`src/rtl/rx_block_lock_ctrl.sv`:
```
// RX gearbox sequencer and 64b/66b block-lock controller: free-running sequence/pause,
// sync-header checking, bit-slip requests during hunt, and lock monitoring by bad-header windows.
module rx_block_lock_ctrl #(
  parameter int SEQUENCE_WIDTH = 6,
  parameter int SEQ_MAX        = 32,
  parameter int LOCK_COUNT     = 64,
  parameter int WINDOW         = 64,
  parameter int BAD_MAX        = 16,
  parameter int SLIP_WAIT      = 32
) (
  input  logic                      i_clk,
  input  logic                      i_reset_n,
  input  logic [1:0]                i_header,
  input  logic                      i_header_valid,
  output logic [SEQUENCE_WIDTH-1:0] o_gearbox_seq,
  output logic                      o_pause,
  output logic                      o_slip,
  output logic                      o_block_lock,
  output logic [7:0]                o_slip_count,
  output logic [1:0]                o_dbg_state
);

  localparam int HDR_MAX = (LOCK_COUNT > WINDOW) ? LOCK_COUNT : WINDOW;
  localparam int HW      = $clog2(HDR_MAX + 1);
  localparam int BW      = $clog2(BAD_MAX + 1);
  localparam int WW      = $clog2(SLIP_WAIT + 1);

  localparam logic [1:0] ST_HUNT      = 2'd0;
  localparam logic [1:0] ST_SLIP_WAIT = 2'd1;
  localparam logic [1:0] ST_LOCKED    = 2'd2;

  localparam logic [SEQUENCE_WIDTH-1:0] SEQ_LAST  = SEQUENCE_WIDTH'(SEQ_MAX);
  localparam logic [HW-1:0]             LOCK_C    = HW'(LOCK_COUNT);
  localparam logic [HW-1:0]             WIN_C     = HW'(WINDOW);
  localparam logic [BW-1:0]             BAD_C     = BW'(BAD_MAX);
  localparam logic [WW-1:0]             WAIT_LAST = WW'(SLIP_WAIT - 1);

  logic [SEQUENCE_WIDTH-1:0] seq_q, seq_d;
  logic                      pause_q, pause_d;
  logic [1:0]                state_q, state_d;
  logic [HW-1:0]             hdr_q, hdr_d, hdr_inc;
  logic [BW-1:0]             bad_q, bad_d, bad_inc;
  logic [WW-1:0]             wait_q, wait_d;
  logic                      lock_q, lock_d;
  logic                      slip_q, slip_d;
  logic [7:0]                slip_cnt_q, slip_cnt_d;
  logic                      hdr_take, hdr_ok, take_slip;

  // Pause is registered so it lines up with the cycle the sequence sits at SEQ_MAX.
  always_comb begin
    seq_d   = (seq_q == SEQ_LAST) ? '0 : seq_q + SEQUENCE_WIDTH'(1);
    pause_d = (seq_d == SEQ_LAST);
  end

  // Headers strobed during a pause cycle are dropped even if the gearbox flags them.
  assign hdr_take = i_header_valid && !pause_q;
  assign hdr_ok   = i_header[1] ^ i_header[0];
  assign hdr_inc  = hdr_q + HW'(1);
  assign bad_inc  = bad_q + BW'(!hdr_ok);

  always_comb begin
    state_d    = state_q;
    hdr_d      = hdr_q;
    bad_d      = bad_q;
    wait_d     = wait_q;
    lock_d     = lock_q;
    slip_d     = 1'b0;
    slip_cnt_d = slip_cnt_q;
    take_slip  = 1'b0;
    unique case (state_q)
      ST_HUNT: begin
        if (hdr_take) begin
          if (!hdr_ok) begin
            take_slip = 1'b1;
          end else if (hdr_inc == LOCK_C) begin
            state_d = ST_LOCKED;
            lock_d  = 1'b1;
            hdr_d   = '0;
            bad_d   = '0;
          end else begin
            hdr_d = hdr_inc;
          end
        end
      end
      ST_SLIP_WAIT: begin
        if (wait_q == WAIT_LAST) begin
          wait_d  = '0;
          state_d = ST_HUNT;
        end else begin
          wait_d = wait_q + WW'(1);
        end
      end
      ST_LOCKED: begin
        // Loss of lock is tested first so it wins when the window closes on the last bad header.
        if (hdr_take) begin
          if (bad_inc == BAD_C) begin
            lock_d    = 1'b0;
            take_slip = 1'b1;
          end else if (hdr_inc == WIN_C) begin
            hdr_d = '0;
            bad_d = '0;
          end else begin
            hdr_d = hdr_inc;
            bad_d = bad_inc;
          end
        end
      end
      default: begin
        state_d = ST_HUNT;
      end
    endcase
    if (take_slip) begin
      slip_d     = 1'b1;
      slip_cnt_d = (slip_cnt_q == 8'hFF) ? slip_cnt_q : slip_cnt_q + 8'd1;
      hdr_d      = '0;
      bad_d      = '0;
      wait_d     = '0;
      state_d    = ST_SLIP_WAIT;
    end
  end

  always_ff @(posedge i_clk or negedge i_reset_n) begin
    if (!i_reset_n) begin
      seq_q      <= '0;
      pause_q    <= 1'b0;
      state_q    <= ST_HUNT;
      hdr_q      <= '0;
      bad_q      <= '0;
      wait_q     <= '0;
      lock_q     <= 1'b0;
      slip_q     <= 1'b0;
      slip_cnt_q <= '0;
    end else begin
      seq_q      <= seq_d;
      pause_q    <= pause_d;
      state_q    <= state_d;
      hdr_q      <= hdr_d;
      bad_q      <= bad_d;
      wait_q     <= wait_d;
      lock_q     <= lock_d;
      slip_q     <= slip_d;
      slip_cnt_q <= slip_cnt_d;
    end
  end

  assign o_gearbox_seq = seq_q;
  assign o_pause       = pause_q;
  assign o_slip        = slip_q;
  assign o_block_lock  = lock_q;
  assign o_slip_count  = slip_cnt_q;
  assign o_dbg_state   = state_q;

endmodule

```
`config.mk`:
```
export PLATFORM = sky130hd
export DESIGN_NAME = rx_block_lock_ctrl
export DESIGN_NICKNAME = d
export VERILOG_FILES = /design/src/rtl/rx_block_lock_ctrl.sv
export SDC_FILE = /design/constraint.sdc
export NUM_CORES = 1
export LEC_CHECK = 0
export CAP_MARGIN = 20
export CELL_PAD_IN_SITES_DETAIL_PLACEMENT = 1
export CELL_PAD_IN_SITES_GLOBAL_PLACEMENT = 2
export CORE_MARGIN = 5
export CORE_UTILIZATION = 30
export CTS_CLUSTER_DIAMETER = 60
export CTS_CLUSTER_SIZE = 14
export DETAILED_ROUTE_END_ITERATION = 10
export GPL_TIMING_DRIVEN = 0
export PLACE_DENSITY_LB_ADDON = 0.2
export SETUP_SLACK_MARGIN = 0.02
export SYNTH_ARGS = -nofsm -noshare
export SYNTH_HDL_FRONTEND = slang
export SYNTH_SLANG_ARGS = --single-unit
export TNS_END_PERCENT = 1
```
`constraint.sdc`:
```
create_clock -name i_clk -period 4.98 [get_ports i_clk]
set_input_delay 0.996 -clock i_clk [delete_from_list [all_inputs] [get_ports i_clk]]
set_output_delay 0.996 -clock i_clk [all_outputs]
set_load 0.02 [all_outputs]
```
==> metrics.yaml <==
clocking:
  cts_root_buffer: "clkbuf_8"
  cts_resized: 0
  ctsHoldBuffers: 0
  cts_buffers: 5
  clkSlewWorstSetupHoldPaths_ps: 70
  clkSinkCount: 37
  cts_max_level: 2
  clock_latency_ps: 280
  cts_tree: "yes"
  postCtsSetupRepairBufs: 0
  clockBufferDepth: 2
die:
  core_mm2: 0.00631
  dieArea_mm2: 0.00816
  ios: 24
  die_y_um: 90.4
  fp.dieW_um: 90.4
  rows: 29
  initial_utilization: 0.307
yosys:
  synth_top_area_cell: "dfrtp_1"
  synth_area_leaders: "dfrtp_1, nand2_1, nand3_1, ha_1, xor2_1"
  synthAdderAreaFrac: 0.0388
  ys.warnings.count: 0
  ys_top_cells_by_count: "dfrtp_1, nand2_1, nand3_1, nor2_1"
  synth-async-reset-ratio: 1.00
  synthCells: 201
  avgSynthCellArea_um2: 9.64
  synth_flop_cell: "dfrtp_1"
  yosys.cell_types.count: 45
  syn_nets: 212
  syn_area_mm2: 0.00194
  synth.area.mux_share: 0.0110
  seq_area_frac_synth: 0.478
  synth-simple-area-share: 0.266
  synth_top_family_by_area: "simple AND/OR/NAND/NOR gates"
  synth-seq-cells: 37
  synth_xor_area_frac: 0.0543
  post-synth-top-count-cell: "dfrtp_1"
  synth_edf_count: 0
  synth_top_area_frac: 0.478
  synth-compound-area-share: 0.138
setup_path:
  critPathKind: "input port to register"
  rrSetupSlack_ps: 2180
  cp_num_cells: 9
  endpoint_kind: "register"
  arrival_ps: 4170
  crit_required_ps: 5190
  start_kind: "input port"
  crit_fanout: 6
  r2r-start: "bad_q[0]"
  slowest_delay_ps: 600
  worst_r2r_endpoint: "o_slip_count[5]"
  crit_family: "simple AND/OR/NAND/NOR gates"
  reg2regPathDepth: 7
  cp_num_buf_inv: 1
  crit_chain: "clkdlybuf4s50_1 > xnor2_1 > and2_1 > ha_1 > or4_1 > a2111oi_4 > o22ai_1 > nor3_1 > xor2_1"
  crit_slowest_cell: "or4_1"
routing:
  via_count: 1546
  drc: 0
  ant_nets: 0
  wl_per_cell_um: 14.5
  firstDrtPassIters: 4
  drt-total-wl_um: 4460
  first_iter_violations: 13
  routed_via_density: 5.02
sta:
  fin_skew_ps: 6.81
  period_share: 0.796
  period_needed_ps: 3960
  fin_hold_ws_ps: 495
  hold_viol: 0
  setup_violations: 0
  rsz0062_at_grt: "false"
  drv_slew: 0
  fmax_mhz: 252
  maxSlewHeadroom: 0.413
  worst_pin_slew_ps: 873
  final.setup.tns_ps: 0
hold_path:
  whs_endpoint: "o_slip_count[7]"
  min_path_type: "register to register"
  worstHoldStart: "o_slip_count[7]"
  holdPathStages: 1
cells_and_area:
  register_area_um2: 926
  layout-drive-gt1-share: 0.0649
  fin_cells: 308
  nets: 242
  syn2layout_area_growth_pct: 21.3
  diodes: 0
  utilization: 0.372
  multi_input_area_um2: 985
  num-fill-cells: 730
flow_run:
  max_cap_violations: 0
power_and_ir_drop:
  p_leak_nw: 0.998
  ir_drop_v: 0.000188
  power_density_mw_per_mm2: 369
  p_total_mw: 0.866
grt:
  grt_first_pass_wirelength_um: 7940
  grt_use_total: 0.115
  grt_pass1_vias: 1669
  antenna_found_initial: 0
  grt-ovfl-total: 0
  grt_max_degree: 38
place:
  hpwlAfterDp_um: 3230
  place_congestion: 0.697
  dp_cells: 301
  port_buffers: 23
run_status:
  status: "finished, final reports clean"
-- stage by stage --
| step | instance area, um^2 | setup slack [ps] |
|---|---|---|
| 3_5_place_dp | 2260 | 666 |
| 4_1_cts | 2350 | 940 |
| 3_3_place_gp | 2260 | 694 |
| 5_1_grt | 2350 | 824 |
| 2_1_floorplan | 1940 | 1680 |
| 6_report | 2350 | 1020 |
-- worst max-delay path by stage --
stage	start	end
floorplan	i_header[0]	o_slip_count[5]
global placement	i_header[0]	o_slip_count[5]
detailed placement	i_header[0]	o_slip_count[5]
CTS	i_header[0]	o_slip_count[5]
global route	i_header[1]	o_slip_count[5]
finish	i_header[0]	o_slip_count[5]
-- cell usage in the layout (no fill, tap or decap), drive strengths merged, types with 3 or more instances in the layout --
| master | n |
|---|---|
| inv | 6 |
| nand2 | 27 |
| or3 | 4 |
| xnor2 | 4 |
| xor2 | 8 |
| nand4 | 5 |
| nor3 | 9 |
| nor4 | 3 |
| nor2 | 15 |
| clkbuf | 7 |
| a22o | 3 |
| clkdlybuf4s50 | 22 |
| nand2b | 4 |
| dfrtp | 37 |
| o21ai | 9 |
| ha | 6 |
| a21o | 3 |
| nand3 | 17 |
| nor2b | 6 |
| a21oi | 6 |
-- final cells by class --
| cell class | instances | share of cell area |
|---|---|---|
| plain buffers | 1 | 0.00160 |
| clock buffers | 6 | 0.0352 |
| clock inverters | 1 | 0.00320 |
| inverters | 6 | 0.00959 |
| multi-input cells | 157 | 0.419 |
| flip-flops and latches | 37 | 0.394 |
| well taps | 77 | 0.0410 |
| repair buffers | 23 | 0.0959 |
-- report_power, final --
group	internal (mW)	total [mW]	switching (mW)
sequential	0.354	0.422	0.0681
combinational	0.104	0.233	0.128
clock	0.109	0.210	0.101
-- cells by family after synthesis --
family / after synthesis
fa+ha+maj: 6
compound gates: 36
simple gates: 101
buf+inv: 7
flops: 37
mux: 2
xor+xnor: 12
-- sequential cells by signal (all words and copies together), names as in the netlist --
| name | cells |
|---|---|
| o_dbg_state | 2 |
| hdr_q | 7 |
| o_slip_count | 8 |
| bad_q | 5 |
| o_pause | 1 |
| o_gearbox_seq | 6 |
| wait_q | 6 |
| o_slip | 1 |
| o_block_lock | 1 |
-- per-layer routing --
| layer | global-route usage | vias to the layer above | wire length [um] |
|---|---|---|---|
| met5 | 0 | - | 0 |
| met2 | 0.183 | 16 | 2030 |
| met1 | 0.154 | 741 | 2240 |
| met3 | 0.0317 | 5 | 141 |
| li1 | - | 784 | - |
| met4 | 0.0335 | 0 | 50 |
Note: power is estimated with default switching activity, not from simulation.
